===== src/rtl/video_fetch_responder_if.sv =====
// Purpose: bundles the fetcher bus (cyc/adr/ack/dat) and the video SRAM pins.
// Latency: none, wires only.
// Backpressure: none; the fetcher holds cyc_i until it sees ack_o.
//
// Modports:
//   slave  - the responder: takes cyc_i/adr_i/sram_dat_i, drives ack_o/dat_o and the SRAM strobes
//   master - the environment (fetcher plus SRAM): the opposite directions
interface video_fetch_responder_if;
    logic        cyc_i;
    logic [23:1] adr_i;
    logic        ack_o;
    logic [15:0] dat_o;
    logic [23:1] sram_adr_o;
    logic        sram_ce_no;
    logic        sram_oe_no;
    logic [15:0] sram_dat_i;

    modport slave (
        input  cyc_i, adr_i, sram_dat_i,
        output ack_o, dat_o, sram_adr_o, sram_ce_no, sram_oe_no
    );

    modport master (
        output cyc_i, adr_i, sram_dat_i,
        input  ack_o, dat_o, sram_adr_o, sram_ce_no, sram_oe_no
    );
endinterface


===== src/rtl/video_fetch_responder.sv =====
// Purpose: serves framebuffer word reads from asynchronous video SRAM with programmable wait states.
// Latency: ack WAIT_STATES+1 edges after cyc_i is sampled; period WAIT_STATES+3 (WAIT_STATES+2 when predicting).
// Backpressure: the fetcher stalls on cyc_i until ack_o; dropping cyc_i aborts the word in flight.
//
// Ports: clk_i, reset_ni (async, active low); bus (slave modport) carries the fetcher
// cyc_i/adr_i/ack_o/dat_o and the SRAM sram_adr_o/sram_ce_no/sram_oe_no/sram_dat_i.
// Optional feature: define VIDEO_FETCH_PREDICT_EN for back-to-back address prediction.
module video_fetch_responder #(
    parameter int unsigned WAIT_STATES = 2
) (
    input  logic                    clk_i,
    input  logic                    reset_ni,
    video_fetch_responder_if.slave  bus
);
    localparam logic [3:0] WS = 4'(WAIT_STATES);

    typedef enum logic [1:0] {IDLE, ACCESS, ACK} state_t;

    state_t      state_q, state_d;
    logic [3:0]  wcnt_q,  wcnt_d;
    logic [23:1] adr_q,   adr_d;
    logic [15:0] dat_q,   dat_d;
    logic        ack_q,   ack_d;
`ifdef VIDEO_FETCH_PREDICT_EN
    // Set while the current ACCESS was launched from a guessed address and
    // has not yet been checked against what the fetcher actually presents.
    logic        pred_q,  pred_d;
`endif

    always_ff @(posedge clk_i or negedge reset_ni) begin
        if (!reset_ni) begin
            state_q <= IDLE;
            wcnt_q  <= 4'd0;
            adr_q   <= '0;
            dat_q   <= 16'd0;
            ack_q   <= 1'b0;
`ifdef VIDEO_FETCH_PREDICT_EN
            pred_q  <= 1'b0;
`endif
        end else begin
            state_q <= state_d;
            wcnt_q  <= wcnt_d;
            adr_q   <= adr_d;
            dat_q   <= dat_d;
            ack_q   <= ack_d;
`ifdef VIDEO_FETCH_PREDICT_EN
            pred_q  <= pred_d;
`endif
        end
    end

    always_comb begin
        state_d = state_q;
        wcnt_d  = wcnt_q;
        adr_d   = adr_q;
        dat_d   = dat_q;
        ack_d   = 1'b0;
`ifdef VIDEO_FETCH_PREDICT_EN
        pred_d  = pred_q;
`endif
        case (state_q)
            IDLE: begin
                if (bus.cyc_i) begin
                    adr_d   = bus.adr_i;
                    wcnt_d  = WS;
                    state_d = ACCESS;
                end
            end
            ACCESS: begin
`ifdef VIDEO_FETCH_PREDICT_EN
                pred_d = 1'b0;
`endif
                if (!bus.cyc_i) begin
                    // Fetcher gave up (or the line ended under a speculative
                    // access): drop the word without acknowledging it.
                    state_d = IDLE;
`ifdef VIDEO_FETCH_PREDICT_EN
                end else if (pred_q && (bus.adr_i != adr_q)) begin
                    // Guess was wrong (e.g. vsync reload): restart the access
                    // at the real address with a full wait count.
                    adr_d  = bus.adr_i;
                    wcnt_d = WS;
`endif
                end else if (wcnt_q != 4'd0) begin
                    wcnt_d = wcnt_q - 4'd1;
                end else begin
                    dat_d   = bus.sram_dat_i;
                    ack_d   = 1'b1;
                    state_d = ACK;
                end
            end
            ACK: begin
`ifdef VIDEO_FETCH_PREDICT_EN
                // The fetcher steps adr_i at this same edge, so the next word
                // is almost always adr_i+1; start fetching it right away.
                if (bus.cyc_i) begin
                    adr_d   = bus.adr_i + 23'd1;
                    wcnt_d  = WS;
                    pred_d  = 1'b1;
                    state_d = ACCESS;
                end else begin
                    state_d = IDLE;
                end
`else
                state_d = IDLE;
`endif
            end
            default: state_d = IDLE;
        endcase
    end

    // Strobes are a pure function of state so reset releases them at once.
    assign bus.sram_ce_no = (state_q == IDLE);
    assign bus.sram_oe_no = (state_q == IDLE);
    assign bus.sram_adr_o = adr_q;
    assign bus.ack_o      = ack_q;
    assign bus.dat_o      = dat_q;
endmodule


===== src/flat_wrapper.sv =====
// flat-port wrapper written by rule: the top's interface ports become plain ports
module video_fetch_responder_flat 
#(
    parameter int unsigned WAIT_STATES = 2
)
  (clk_i, reset_ni, bus_cyc_i, bus_adr_i, bus_sram_dat_i, bus_ack_o, bus_dat_o, bus_sram_adr_o, bus_sram_ce_no, bus_sram_oe_no);
  video_fetch_responder_if bus_i ();
  input  logic clk_i;
  input  logic reset_ni;
  input wire logic [$bits(bus_i.cyc_i)-1:0] bus_cyc_i;
  input wire logic [$bits(bus_i.adr_i)-1:0] bus_adr_i;
  input wire logic [$bits(bus_i.sram_dat_i)-1:0] bus_sram_dat_i;
  output wire logic [$bits(bus_i.ack_o)-1:0] bus_ack_o;
  output wire logic [$bits(bus_i.dat_o)-1:0] bus_dat_o;
  output wire logic [$bits(bus_i.sram_adr_o)-1:0] bus_sram_adr_o;
  output wire logic [$bits(bus_i.sram_ce_no)-1:0] bus_sram_ce_no;
  output wire logic [$bits(bus_i.sram_oe_no)-1:0] bus_sram_oe_no;
  assign bus_i.cyc_i = bus_cyc_i;
  assign bus_i.adr_i = bus_adr_i;
  assign bus_i.sram_dat_i = bus_sram_dat_i;
  assign bus_ack_o = bus_i.ack_o;
  assign bus_dat_o = bus_i.dat_o;
  assign bus_sram_adr_o = bus_i.sram_adr_o;
  assign bus_sram_ce_no = bus_i.sram_ce_no;
  assign bus_sram_oe_no = bus_i.sram_oe_no;
  video_fetch_responder #(.WAIT_STATES(WAIT_STATES)) u_core (.clk_i(clk_i), .reset_ni(reset_ni), .bus(bus_i));
endmodule

===== config.mk =====
export PLATFORM = sky130hd
export DESIGN_NAME = video_fetch_responder_flat
export DESIGN_NICKNAME = d
export VERILOG_FILES = /design/src/rtl/video_fetch_responder_if.sv /design/src/rtl/video_fetch_responder.sv /design/src/flat_wrapper.sv
export SDC_FILE = /design/constraint.sdc
export NUM_CORES = 1
export LEC_CHECK = 0
export ABC_AREA = 1
export BUFFER_PORTS_ARGS = -buffer_cell sky130_fd_sc_hd__buf_2
export CAP_MARGIN = 5
export CORE_ASPECT_RATIO = 1.5
export CORE_UTILIZATION = 30
export DETAILED_ROUTE_END_ITERATION = 6
export SYNTH_ARGS = -nofsm -noshare
export SYNTH_HDL_FRONTEND = slang
export SYNTH_SLANG_ARGS = --single-unit

===== constraint.sdc =====
create_clock -name clk_i -period 1.85 [get_ports clk_i]
set_input_delay 0.0925 -clock clk_i [delete_from_list [all_inputs] [get_ports clk_i]]
set_output_delay 0.0925 -clock clk_i [all_outputs]
set_load 0.05 [all_outputs]

==> run summary <==
required arrival time at the worst endpoint: 1.76 ns
part of the cycle the worst path needs: 0.793
time the final worst path needs with I/O delays and setup: 1.47 ns
clock tree from TritonCTS: built
drt wl/cell: 11.8 µm
TritonCTS buffer count: 5
later-pin clock latency in the skew report: 0.29 ns
DIE HEIGHT: 99.2 µm
Cell Rows: 35
Detailed Routing Iterations Pass 1: 4
worst min-delay path class: input port to flop
#FFs+latches synth: 46
Post-CTS Hold Buffers: 16
Synthesized Nets: 254
largest net degree at the start of global routing: 24
quantity of I/O buffers inserted on ports: 83
cell area after layout: 2620 µm²
post-place instance area: 2370 µm²
share of cells above drive strength 1: 0.330
maximum clock insertion buffer count: 2
number of enable-type register cells in the synthesized netlist: 0
run status: finished, final reports clean
internal power of the cells: 2.30 mW
switching part of the total: 0.532
proportion of netlist area held by the largest area contributor: 0.609
most used standard cells in the synthesized netlist: sky130_fd_sc_hd__nand2_1 (103), sky130_fd_sc_hd__dfrtp_1 (46), sky130_fd_sc_hd__nand3_1 (26), sky130_fd_sc_hd__buf_2 (5), sky130_fd_sc_hd__inv_1 (5)
area used by multi-input combinational logic: 638 µm²
post-layout total power: 4.93 mW
post-route setup TNS: 0 ns
die width: 66.8 µm
vias in the first global route: 1661
register area share after synthesis: 0.609
via count: 1713
critical path startpoint category: flop
number of fillers in the final layout: 620
Cells after Synth: 210
post-route DRC violation count: 0
cell leakage power: 1.51 nW
total I/O pin count: 84
Slew @ Worst Pin: 0.499 ns
initial detailed-routing violation count: 69
syn avg cell area: 9.00 µm²
Max-cap violations: 0
count of different cell masters after synthesis: 20
total routing usage reported by global routing: 0.149
final routed wirelength across all metal layers: 4.56 mm
Avg Vias per Cell: 4.44
diode count: 0
Top Metal Used: met4
total met3 wirelength after detailed routing: 225 µm
initial antenna violation count: 0
dominant cells by area after synthesis: sky130_fd_sc_hd__dfrtp_1 (61%), sky130_fd_sc_hd__nand2_1 (20%), sky130_fd_sc_hd__nand3_1 (6.9%)
biggest area consumer among synthesized cells: sky130_fd_sc_hd__dfrtp_1
power density relative to cell area: 1880 nW/µm²
count of final hold-check violations: 0
Antenna Violating Nets Remaining: 0
DR WL met2: 2.48 mm
ys flop type: sky130_fd_sc_hd__dfrtp_1
maximum vdd drop: 0.000821 V
initial standard-cell utilization of the core: 0.308
filler-free cell count of the finished design: 386
sequential cell area in the final layout: 1150 µm²
M1 WL: 1.81 mm
routability-driven placement congestion ratio: 0.829
Syn. warnings: 0
cell count after placement: 362
Post-Route Skew: 0.0114 ns
overall die area: 6630 µm²
number of H-tree levels: 2
CTS-repair resized insts: 0
buffers inserted by post-CTS timing repair: 0
Mapped Area: 1890 µm²
switching power: 2.62 mW
Slew headroom: 0.667
Placeable Area: 6130 µm²
library cell with the highest instance count after synthesis: sky130_fd_sc_hd__nand2_1
growth of design area from synthesis to finish: 38.8%
share of power burned in the clock network: 0.117
maximum fanout along the worst path: 12
crit path kind: flop to primary output
max-slew violation count: 0
fraction of power consumed by combinational cells: 0.546
HPWL after DPL: 3.19 mm
share of flip-flops with an asynchronous set or reset: 1.00
wire length of the first global-routing pass: 7.46 mm
Peak Freq: 0.682 GHz
CTS clock-pin slew for the worst setup and hold paths: 0.09 ns
share of total power in sequential cells: 0.337
Clock Root Buffer: sky130_fd_sc_hd__clkbuf_8
unrepaired setup endpoints after global routing: false
total congestion overflow after global routing: 0
arrival time of data at the critical path endpoint: 1.37 ns
number of nets in the layout: 356
number of setup violations in the final report: 0
clock sink count: 46
nature of the critical path endpoint: primary output
==> logic make-up after synthesis <==
family / synth area share
simple gates: 0.309
compound gates: 0.0106
xor+xnor: 0.00463
buf+inv: 0.0536
flops: 0.609
fa+ha+maj: 0.0132
==> power groups by stage <==
stage / logic (mW) / clock network [mW] / registers [mW]
final: 2.69 / 0.574 / 1.66
after global routing: 2.89 / 0.651 / 1.71
after floorplan: 0.737 / 0 / 2.98
after global placement: 2.66 / 0 / 1.67
after CTS: 2.71 / 0.597 / 1.66
after detailed placement: 2.69 / 0 / 1.67
==> path summary, 6_finish.rpt <==
| kind | from | end | slack (ns) | depth (start not counted) |
|---|---|---|---|---|
| min in group asynchronous | reset_ni | u_core.bus.sram_adr_o[16] | 0.28 | 2 |
| worst max-delay path | u_core.state_q[1] | bus_sram_ce_no | 0.38 | 3 |
| worst max register to register | u_core.wcnt_q[0] | u_core.bus.dat_o[10] | 0.42 | 8 |
| max in group asynchronous | reset_ni | u_core.bus.dat_o[11] | 0.96 | 3 |
| worst min register to register | u_core.bus.sram_adr_o[2] | u_core.bus.sram_adr_o[2] | 0.47 | 2 |
| worst min-delay path | bus_adr_i[16] | u_core.bus.sram_adr_o[17] | 0.02 | 3 |
==> per-layer routing <==
metal,vias to the layer above,track usage
met5,-,0
met4,0,0.0589
met3,4,0.0356
met2,52,0.260
met1,806,0.172
li1,851,-
==> state kept, by name, summed over array words and instances (netlist names) <==
name	flops
u_core.wcnt_q	4
u_core.bus.sram_adr_o	23
u_core.bus.dat_o	16
u_core.bus.ack_o	1
u_core.state_q	2
==> cell usage in the layout, fill, tap and decap left out, drive strengths merged <==
cell | synthesis | layout
clkinvlp | 0 | 1
nor2 | 5 | 5
clkbuf | 2 | 6
inv | 9 | 9
xor2 | 1 | 1
nand3 | 26 | 26
buf | 8 | 88
ha | 2 | 2
nand4 | 1 | 1
o21ai | 4 | 4
nand2 | 105 | 105
nor3b | 1 | 1
dfrtp | 46 | 46
dlygate4sd3 | 0 | 17
==> worst max-delay path: stages, from the launching register on <==
cell and delay [ns]:
sky130_fd_sc_hd__dfrtp_1 0.46, sky130_fd_sc_hd__nor2_4 0.16, sky130_fd_sc_hd__buf_4 0.19, sky130_fd_sc_hd__buf_2 0.28
==> area by class of cell <==
class | count | share of cell area
multi-input combinational | 145 | 0.243
sequential | 46 | 0.439
inverter | 9 | 0.0148
clock buffer | 6 | 0.0277
clock inverter | 1 | 0.00286
timing repair buffer | 105 | 0.237
tap | 74 | 0.0353
==> through the flow <==
stage | util | hold slack (ns) | setup slack (ns)
CTS | 0.426 | 0.00195 | 0.372
global placement | 0.387 | 0.0817 | 0.459
global route | 0.428 | 0.0235 | 0.233
detailed placement | 0.387 | 0.0920 | 0.436
finish | 0.428 | 0.0215 | 0.383
floorplan | - | -0.203 | 0.509
Note: power is estimated with default switching activity, not from simulation.
